[config.mk]
export PLATFORM = sky130hd
export DESIGN_NAME = subtract_feeder32
export DESIGN_NICKNAME = d
export VERILOG_FILES = /design/src/rtl/subtract_feeder_pkg.sv /design/src/rtl/subtract_feeder32_hold_counter.sv /design/src/rtl/subtract_feeder32.sv
export SDC_FILE = /design/constraint.sdc
export NUM_CORES = 1
export LEC_CHECK = 0
export ABC_AREA = 1
export CORE_ASPECT_RATIO = 1.25
export CORE_UTILIZATION = 40
export CTS_CLUSTER_SIZE = 10
export DETAILED_ROUTE_END_ITERATION = 16
export PLACE_DENSITY_LB_ADDON = 0.25
export SLEW_MARGIN = 20
export SYNTH_ARGS = -nofsm -noshare
export SYNTH_HDL_FRONTEND = slang
export SYNTH_SLANG_ARGS = --single-unit
[constraint.sdc]
create_clock -name clk -period 1.5 [get_ports clk]
set_input_delay 0.375 -clock clk [delete_from_list [all_inputs] [get_ports clk]]
set_output_delay 0.375 -clock clk [all_outputs]
set_load 0.005 [all_outputs]
[src/rtl/subtract_feeder_pkg.sv]
// Shared definitions for the subtract feeder: state encodings and the hold-length default
// that the receiver side must also agree on.
package subtract_feeder_pkg;

    localparam int unsigned STATE_W = 3;

    localparam logic [STATE_W-1:0] IDLE    = 3'd0;
    localparam logic [STATE_W-1:0] CENT    = 3'd1;
    localparam logic [STATE_W-1:0] NB_WAIT = 3'd2;
    localparam logic [STATE_W-1:0] NB_HOLD = 3'd3;
    localparam logic [STATE_W-1:0] DRAIN   = 3'd4;

    // The receiver's 2-bit counter latches a neighbor on its 4th consecutive strobe cycle.
    localparam int unsigned DEFAULT_NEIGHBOR_HOLD = 4;

    function automatic int unsigned cnt_width(input int unsigned n);
        return $clog2(n) + 1;
    endfunction

endpackage

[src/rtl/subtract_feeder32_hold_counter.sv]
// Load/enable counter with a terminal-count flag; used for both the per-neighbor hold
// length and the neighbor index within a group.
module feeder_hold_counter #(
    parameter int unsigned WIDTH    = 3,
    parameter int unsigned TERMINAL = 3
) (
    input  logic clk,
    input  logic rstn,
    input  logic load,
    input  logic en,
    output logic tc
);

    logic [WIDTH-1:0] count;

    always_ff @(posedge clk or negedge rstn) begin
        if (!rstn) begin
            count <= '0;
        end else if (load) begin
            count <= '0;
        end else if (en) begin
            count <= count + WIDTH'(1);
        end
    end

    assign tc = (count == WIDTH'(TERMINAL));

endmodule

[src/rtl/subtract_feeder32.sv]
// Transmit-side sequencer for the subtract stage: one centroid strobe then NUM_NEIGHBOR held
// neighbor strobes per group. Define SUBTRACT_FEEDER_ACK_CHECK_EN to gate group_done on sub_done acks.
module subtract_feeder32
    import subtract_feeder_pkg::*;
#(
    parameter int unsigned INPUT_DATA_WIDTH = 8,
    parameter int unsigned PE_ROW           = 16,
    parameter int unsigned NUM_NEIGHBOR     = 16,
    parameter int unsigned NEIGHBOR_HOLD    = DEFAULT_NEIGHBOR_HOLD
) (
    input  logic                               clk,
    input  logic                               rstn,
    input  logic                               s_valid,
    output logic                               s_ready,
    input  logic [INPUT_DATA_WIDTH*PE_ROW-1:0] s_data,
    output logic                               is_centroid,
    output logic                               is_neighbor,
    output logic [INPUT_DATA_WIDTH*PE_ROW-1:0] dout_centroid,
    output logic [INPUT_DATA_WIDTH*PE_ROW-1:0] dout_neighbor,
    input  logic                               sub_done,
    output logic                               group_done,
    output logic                               busy
`ifdef SUBTRACT_FEEDER_ACK_CHECK_EN
    ,
    output logic                               ack_error
`endif
);

    localparam int unsigned NB_W   = cnt_width(NUM_NEIGHBOR);
    localparam int unsigned HOLD_W = cnt_width(NEIGHBOR_HOLD);

    logic [STATE_W-1:0] state;
    logic [STATE_W-1:0] state_d;
    logic               hs;
    logic               hold_tc;
    logic               nb_tc;
    logic               drain_ok;
    logic               gd_next;

    assign hs = s_valid && s_ready;

    feeder_hold_counter #(
        .WIDTH    (HOLD_W),
        .TERMINAL (NEIGHBOR_HOLD - 1)
    ) u_hold_cnt (
        .clk  (clk),
        .rstn (rstn),
        .load ((state == NB_WAIT) && hs),
        .en   (state == NB_HOLD),
        .tc   (hold_tc)
    );

    feeder_hold_counter #(
        .WIDTH    (NB_W),
        .TERMINAL (NUM_NEIGHBOR - 1)
    ) u_nb_cnt (
        .clk  (clk),
        .rstn (rstn),
        .load (state == CENT),
        .en   ((state == NB_HOLD) && hold_tc && !nb_tc),
        .tc   (nb_tc)
    );

`ifdef SUBTRACT_FEEDER_ACK_CHECK_EN
    localparam logic [NB_W-1:0] ACK_FULL = NB_W'(NUM_NEIGHBOR);

    logic [NB_W-1:0] ack_cnt;
    logic [NB_W-1:0] ack_cnt_d;
    logic            ack_error_d;

    always_comb begin
        ack_cnt_d   = ack_cnt;
        ack_error_d = ack_error;
        if (state == CENT) begin
            ack_cnt_d = '0;
        end else if (sub_done) begin
            if (state == IDLE || ack_cnt == ACK_FULL) begin
                ack_error_d = 1'b1;
            end else begin
                ack_cnt_d = ack_cnt + NB_W'(1);
            end
        end
    end

    always_ff @(posedge clk or negedge rstn) begin
        if (!rstn) begin
            ack_cnt   <= '0;
            ack_error <= 1'b0;
        end else begin
            ack_cnt   <= ack_cnt_d;
            ack_error <= ack_error_d;
        end
    end

    // group_done is registered, so it is qualified with the ack count DRAIN will see next cycle.
    assign drain_ok = (ack_cnt == ACK_FULL);
    assign gd_next  = (ack_cnt_d == ACK_FULL);
`else
    logic sub_done_unused;

    assign sub_done_unused = sub_done;
    assign drain_ok        = 1'b1;
    assign gd_next         = 1'b1;
`endif

    always_comb begin
        state_d = state;
        case (state)
            IDLE:    if (hs) state_d = CENT;
            CENT:    state_d = NB_WAIT;
            NB_WAIT: if (hs) state_d = NB_HOLD;
            NB_HOLD: if (hold_tc) state_d = nb_tc ? DRAIN : NB_WAIT;
            DRAIN:   if (drain_ok) state_d = IDLE;
            default: state_d = IDLE;
        endcase
    end

    // Outputs are decoded from the next state so each registered strobe lines up with its state.
    always_ff @(posedge clk or negedge rstn) begin
        if (!rstn) begin
            state         <= IDLE;
            s_ready       <= 1'b0;
            is_centroid   <= 1'b0;
            is_neighbor   <= 1'b0;
            group_done    <= 1'b0;
            busy          <= 1'b0;
            dout_centroid <= '0;
            dout_neighbor <= '0;
        end else begin
            state       <= state_d;
            s_ready     <= (state_d == IDLE) || (state_d == NB_WAIT);
            is_centroid <= (state_d == CENT);
            is_neighbor <= (state_d == NB_HOLD);
            group_done  <= (state_d == DRAIN) && gd_next;
            busy        <= (state_d != IDLE);
            if ((state == IDLE) && hs) begin
                dout_centroid <= s_data;
            end
            if ((state == NB_WAIT) && hs) begin
                dout_neighbor <= s_data;
            end
        end
    end

endmodule

==> results of run 1 <==
## per-stage QoR
stage          setup WS [ps]  setup TNS (ps)  util [%]  std cells
2_1_floorplan          35.94               0         -       1036
3_3_place_gp          -315.4          -68760     57.62       1733
4_1_cts               -8.189          -30.01     57.38       1824
3_5_place_dp          -356.2          -74400     57.62       1733
5_1_grt               -102.2           -5837     58.80       1839
6_report              -15.47          -28.30     58.80       1839
## state kept, by name, indices dropped and copies added (netlist names)
name / flops
dout_neighbor: 128
is_centroid: 1
u_nb_cnt.count: 5
state: 3
group_done: 1
dout_centroid: 128
busy: 1
s_ready: 1
is_neighbor: 1
u_hold_cnt.count: 3
## worst paths after layout
path                            slack, ps  cells after the start              from                 end
worst max register to register        -20                      7           s_ready         is_neighbor
worst min register to register        470                      2  dout_neighbor[4]    dout_neighbor[4]
min in group clk                      390                      3       s_data[121]  dout_neighbor[121]
worst max-delay path                  -20                      7           s_ready         is_neighbor
max in group asynchronous             540                      3              rstn    dout_neighbor[4]
worst min-delay path                  310                      2              rstn  dout_centroid[122]
## cell families (layout without fill, tap and decap cells)
group	Yosys count	in the layout
adders and majority gates	4	4
and+or+nand+nor	304	304
AOI/OAI and AO/OA	260	260
buffers and inverters	195	663
xor gates and xnor gates	1	1
DFF	272	272
## repair_timing
| item | in CTS | in global routing |
|---|---|---|
| cloned | 0 | 9 |
| pin swaps | 1 | 12 |
| buffers inserted | 54 | 6 |
| hold endpoints to repair | 26 | 0 |
| hold buffers | 1 | 0 |
| resized for setup | 1031 | 28 |
| setup endpoints to repair | 265 | 176 |
## power by group
| part | leakage, nW | internal [mW] | total [mW] | switching [mW] |
|---|---|---|---|---|
| Combinational | 4.14 | 3.10 | 6.30 | 3.20 |
| Sequential | 3.59 | 9.08 | 9.97 | 0.899 |
| Clock | 0.397 | 3.68 | 6.32 | 2.65 |
## layer usage
| metal | up-vias | wire (um) |
|---|---|---|
| li1 | 4168 | - |
| met1 | 4101 | 12230 |
| met2 | 341 | 15400 |
| met3 | 61 | 2181 |
| met4 | 0 | 945 |
| met5 | - | 0 |
## cell type report
type	count	share of cell area [%]
Inverter	139	3.520
Clock inverter	1	0.03376
Clock buffer	35	5.402
Multi-Input combinational cell	569	17.61
Sequential cell	272	45.92
Tap cell	335	2.827
Timing Repair Buffer	488	24.68
## layout by cell type (no fill, tap or decap), drive strengths merged, types with 2 or more instances in the layout
cell	netlist	layout
dfrtp	272	272
nor2	11	11
ha	4	4
o21ai	259	259
clkdlybuf4s50	0	129
buf	49	349
nand3	8	8
nand4	4	4
or2	2	2
nand2	278	278
inv	139	139
clkbuf	7	44
==> out/metrics.cfg, run 1 <==
[synthesis]
synth-main-ff-cell=dfrtp_1
synth_warnings=0
synth.largest_area_cell=dfrtp_1
synth_top_area_share_pct=66.53
seq_area_frac_synth_pct=66.53
syn-num-nets=1172
synth_edf_count=0
ys_async_sr_fraction_pct=100.0
synth_top_family_by_area=compound AO/OA/AOI/OAI gates
yosys.area_share.simple_pct=11.70
muxShareOfSynthArea_pct=0
netlist_area_mm2=0.01023
synth.distinct_cells=21
synth.avg_cell_area_um2=9.876
synthAdderAreaFrac_pct=0.4892
yosysMostFrequentCell=nand2_1
synth_compound_area_share_pct=12.72
postSynthCellCount=1036
yosys-top-cells-count=278 x nand2_1, 272 x dfrtp_1, 141 x o21ai_1
netlist_top_cells_area=dfrtp_1 67%, nand2_1 10%, o21ai_1 6.9%
synthXorXnorAreaFrac_pct=0.08561
synth_seq_cells=272

[setup_path]
slowest_delay_ps=380
crit_chain=buf_4 -> nand2_1 -> inv_2 -> nand4_4 -> buf_12 -> clkbuf_16 -> o21ai_0
crit_family=buffers and inverters
crit_fanout=47
cp.arrival_ps=1920
worst-setup-path-type=reg2reg
crit_required_ps=1900
slowest_stage=dfrtp_1
worstSetupStartpointType=register
end_kind=register
path_buf_inv=4

[sta]
post-route-period-util_pct=101.0
hold_viol=0
drv_slew=0
fin_ws_ps=-15.47
clock_skew_ps=15.39
fmax_mhz=659.9
period_minus_slack_ps=1515
rsz0062_at_grt=yes
relSlewSlack_pct=77.43
max_slew.worst_pin.slew_ps=338.6
hold_ws_ps=307.5
finalSetupViolCount=2

[global_routing]
busiest_layer=met2
grtUsageMet1_pct=26.35
grt_usage_pct=21.45
grtUsageMet3_pct=4.949
gr-usage-met2_pct=36.90
grt_remaining_overflow=0
grt_pass1_wl_mm=45.26
grt_pass1_vias=8426
antenna_found_initial=0
grt_max_degree=120

[run]
drv_cap=0

[floorplanning]
io_pins=393
core-area_mm2=0.02521
placementRows=65
die_area_mm2=0.02622
start_util_pct=40.58
die_w_um=145.0
die_y_um=180.8

[power_and_ir_drop]
p_per_area_mw_per_mm2=1524
irDropWorstVdd_mv=0.9377
leakagePower_nw=8.129
total_power_mw=22.59

[finish]
drive_above_1_share_pct=27.59
fin_nets=1637
diodes=0
fin_area_mm2=0.01482
n_fill_cell=2258
register_area_mm2=0.006808
multi_input_area_mm2=0.002611
area_growth_pct=44.89

[hold_path]
hold_class=in2async

[placement]
dpl-instance-area_mm2=0.01453
place_congestion=0.8225
io_buffers=391
hpwl_mm=19.18

[routing]
num_vias=8671
drc=0
ant_nets=0
drt-total-wl_mm=30.76
firstDrtPassIters=5
viasPerCell=4.715
wl_per_cell_um=16.73
first_iter_violations=361

[clock_tree]
cts.sinks=272
clk_pin_slew_ps=50
cts_tree=built
htreeDepth=1
clock_latency_ps=540
clockBufferDepth=3
root_buffer=clkbuf_16
cts_buffers=31

[outcome]
outcome=complete, but fails checks
violations=negative setup slack

(Power assumes the default switching activity.)
==> inputs of run 2 (changes only) <==
--- a/config.mk
+++ b/config.mk
@@ -7,6 +7,7 @@
 export LEC_CHECK = 0
 export ABC_AREA = 1
 export CORE_ASPECT_RATIO = 1.25
+export CORE_MARGIN = 1.5
 export CORE_UTILIZATION = 40
 export CTS_CLUSTER_SIZE = 10
 export DETAILED_ROUTE_END_ITERATION = 16
==> out/metrics.cfg, run 2 (synthesis gave the netlist of run 1 again) <==
[sta]
hold_viol=0  ; unchanged
period_minus_slack_ps=1521  ; was 1515 ps
max_slew.worst_pin.slew_ps=472.8  ; was 338.6 ps
tns_ps=-67.42  ; was -28.30 ps
clock_skew_ps=11.95  ; was 15.39 ps
post-route-period-util_pct=101.4  ; was 101.0%
fin_ws_ps=-21.49  ; was -15.47 ps
rsz0062_at_grt=yes  ; unchanged
finalSetupViolCount=5  ; was 2
drv_slew=0  ; unchanged
relSlewSlack_pct=68.48  ; was 77.43%
hold_ws_ps=366.9  ; was 307.5 ps
fmax_mhz=657.3  ; was 659.9 MHz

[setup_path]
crit_family=simple AND/OR/NAND/NOR gates  ; was buffers and inverters
crit_chain=ha_2 -> nand2_2 -> nor2_2 -> ha_2 -> inv_2 -> nand2_2 -> nor2_4 -> nand2_1 -> nand2_1 -> nor2_2  ; was buf_4 -> nand2_1 -> inv_2 -> nand4_4 -> buf_12 -> clkbuf_16 -> o21ai_0
slowest_delay_ps=380  ; about the same
r2r_end=u_nb_cnt.count[0]  ; was is_neighbor
crit_path_start=u_nb_cnt.count[1]  ; was s_ready
worstSetupStartpointType=register  ; unchanged
crit_fanout=7  ; was 47
r2r_slack_ps=-20  ; about the same
cp.arrival_ps=1950  ; was 1920 ps
path_buf_inv=1  ; was 4
crit_required_ps=1930  ; was 1900 ps
r2r_cells=10  ; was 7
slowest_stage=dfrtp_1  ; unchanged
end_kind=register  ; unchanged
timing.rr.start=u_nb_cnt.count[1]  ; was s_ready
worst-setup-path-type=reg2reg  ; unchanged

[global_routing]
grt_pass1_vias=8803  ; was 8426
grt_remaining_overflow=0  ; unchanged
grt_max_degree=83  ; was 120
grt_usage_pct=21.74  ; was 21.45%
grt_pass1_wl_mm=46.65  ; was 45.26 mm
antenna_found_initial=2  ; was 0

[placement]
io_buffers=391  ; unchanged
dpl-instance-area_mm2=0.01480  ; was 0.01453 mm^2
place_congestion=0.8570  ; was 0.8225
hpwl_mm=20.29  ; was 19.18 mm

[clock_tree]
root_buffer=clkbuf_16  ; unchanged
htreeDepth=1  ; unchanged
clockBufferDepth=3  ; unchanged
clk_pin_slew_ps=60  ; was 50 ps
cts_tree=built  ; unchanged
clock_latency_ps=540  ; about the same
cts.sinks=272  ; unchanged
cts_buffers=31  ; unchanged

[power_and_ir_drop]
p_per_area_mw_per_mm2=1541  ; was 1524 mW/mm^2
combPwrFrac_pct=28.1  ; was 27.9%
pwr-share-seq_pct=43.6  ; was 44.1%
leakagePower_nw=8.140  ; was 8.129 nW
p_sw_mw=6.695  ; was 6.744 mW
irDropWorstVdd_mv=0.8524  ; was 0.9377 mV
power.internal_mw=16.20  ; was 15.85 mW
p_sw_share_pct=29.24  ; was 29.85%
total_power_mw=22.90  ; was 22.59 mW
pwr-share-clk_pct=28.3  ; was 28.0%

[routing]
firstDrtPassIters=5  ; unchanged
ant_nets=0  ; unchanged
wl_per_cell_um=15.47  ; was 16.73 um
first_iter_violations=419  ; was 361
drt-total-wl_mm=28.69  ; was 30.76 mm
viasPerCell=4.628  ; was 4.715
num_vias=8580  ; was 8671
drc=0  ; unchanged

[outcome]
outcome=complete, but fails checks  ; unchanged
violations=negative setup slack  ; unchanged

[finish]
fin_nets=1652  ; was 1637
fin_area_mm2=0.01486  ; was 0.01482 mm^2
final_cell_mix=273 x nand2_1, 271 x dfrtp_1, 249 x buf_2, 143 x o21ai_1, 136 x inv_1  ; was 272 x nand2_1, 271 x dfrtp_1, 259 x buf_2, 142 x o21ai_1, 135 x inv_1
drive_above_1_share_pct=28.26  ; was 27.59%
reg.largest.list=dout_centroid x128, dout_neighbor x128, u_nb_cnt.count x5  ; unchanged
area_growth_pct=45.24  ; was 44.89%
final_common_cell=nand2_1  ; unchanged

[floorplanning]
die_y_um=181.8  ; was 180.8 um
core-area_mm2=0.02521  ; unchanged
start_util_pct=40.58  ; unchanged
die_area_mm2=0.02655  ; was 0.02622 mm^2
placementRows=65  ; unchanged
die_w_um=146.0  ; was 145.0 um
io_pins=393  ; unchanged

[hold_path]
hold_class=in2async  ; unchanged

[run]
drv_cap=0  ; unchanged

[run 2: cell count changes in the layout (fill, tap and decap cells not counted), moves of 5 or more]
cell / before / now
buf_12: 5 / 16
buf_16: 5 / 0
buf_2: 259 / 249
buf_4: 73 / 91
clkbuf_16: 38 / 31
clkbuf_2: 2 / 12
[run 2: what timing repair did]
item / CTS / global route
endpoints found under the setup margin: 266 / 28
cloned: 0 / 0
hold endpoints to repair: 32 / 0
hold buffers: 1 / 0
pin swaps: 1 / 8
gates resized for setup: 1016 / 31
buffers inserted: 59 / 3
[run 2: through the flow]
| step | utilization [%] | std cells | worst slack, ps |
|---|---|---|---|
| finish | 58.94 | 1854 | -21.49 |
| global route | 58.94 | 1854 | -139.2 |
| CTS | 58.88 | 1850 | -6.014 |
| global placement | 58.72 | 1755 | -395.1 |
| detailed placement | 58.72 | 1755 | -421.1 |
| floorplan | - | 1036 | 35.94 |
[run 2: per-layer routing]
metal / track usage, % / vias up / wire, um
met5: 0 / - / 10
met1: 26.61 / 4007 / 11400
met2: 38.10 / 313 / 14200
met3: 4.774 / 61 / 2113
li1: - / 4197 / -
met4: 7.273 / 2 / 958
[run 2: cell type report]
type	instances	area, um^2
Tap cell	335	419.2
Clock inverter	1	30.03
Sequential cell	272	6808
Antenna cell	1	2.502
Clock buffer	34	797.0
Timing Repair Buffer	503	3671
Inverter	139	521.8
Multi-Input combinational cell	569	2610
Fill cell	2286	10350
[run 2: power groups by stage]
stage | logic, mW | clock network, mW | registers (mW)
final | 6.44 | 6.48 | 9.98
after global routing | 7.24 | 6.96 | 10.2
after CTS | 6.44 | 6.67 | 9.96
after detailed placement | 7.25 | 0 | 10.1
after global placement | 7.09 | 0 | 10.1
after floorplan | 2.27 | 0 | 10.2
[run 2: worst max-delay path by stage]
| stage | cells after the start | end | slack (ps) |
|---|---|---|---|
| floorplan | 10 | u_nb_cnt.count[3] | 40 |
| global placement | 8 | dout_neighbor[1] | -400 |
| detailed placement | 8 | dout_neighbor[114] | -420 |
| CTS | 1 | dout_centroid[74] | -6 |
| global route | 10 | u_nb_cnt.count[1] | -140 |
| finish | 10 | u_nb_cnt.count[0] | -20 |
==> inputs of run 3 (changes only) <==
--- a/config.mk
+++ b/config.mk
@@ -6,6 +6,7 @@
 export NUM_CORES = 1
 export LEC_CHECK = 0
 export ABC_AREA = 1
+export CAP_MARGIN = 20
 export CORE_ASPECT_RATIO = 1.25
 export CORE_MARGIN = 1.5
 export CORE_UTILIZATION = 40
==> results of run 3 <==
The final DEF is identical to that of run 2; final timing and power are the same.
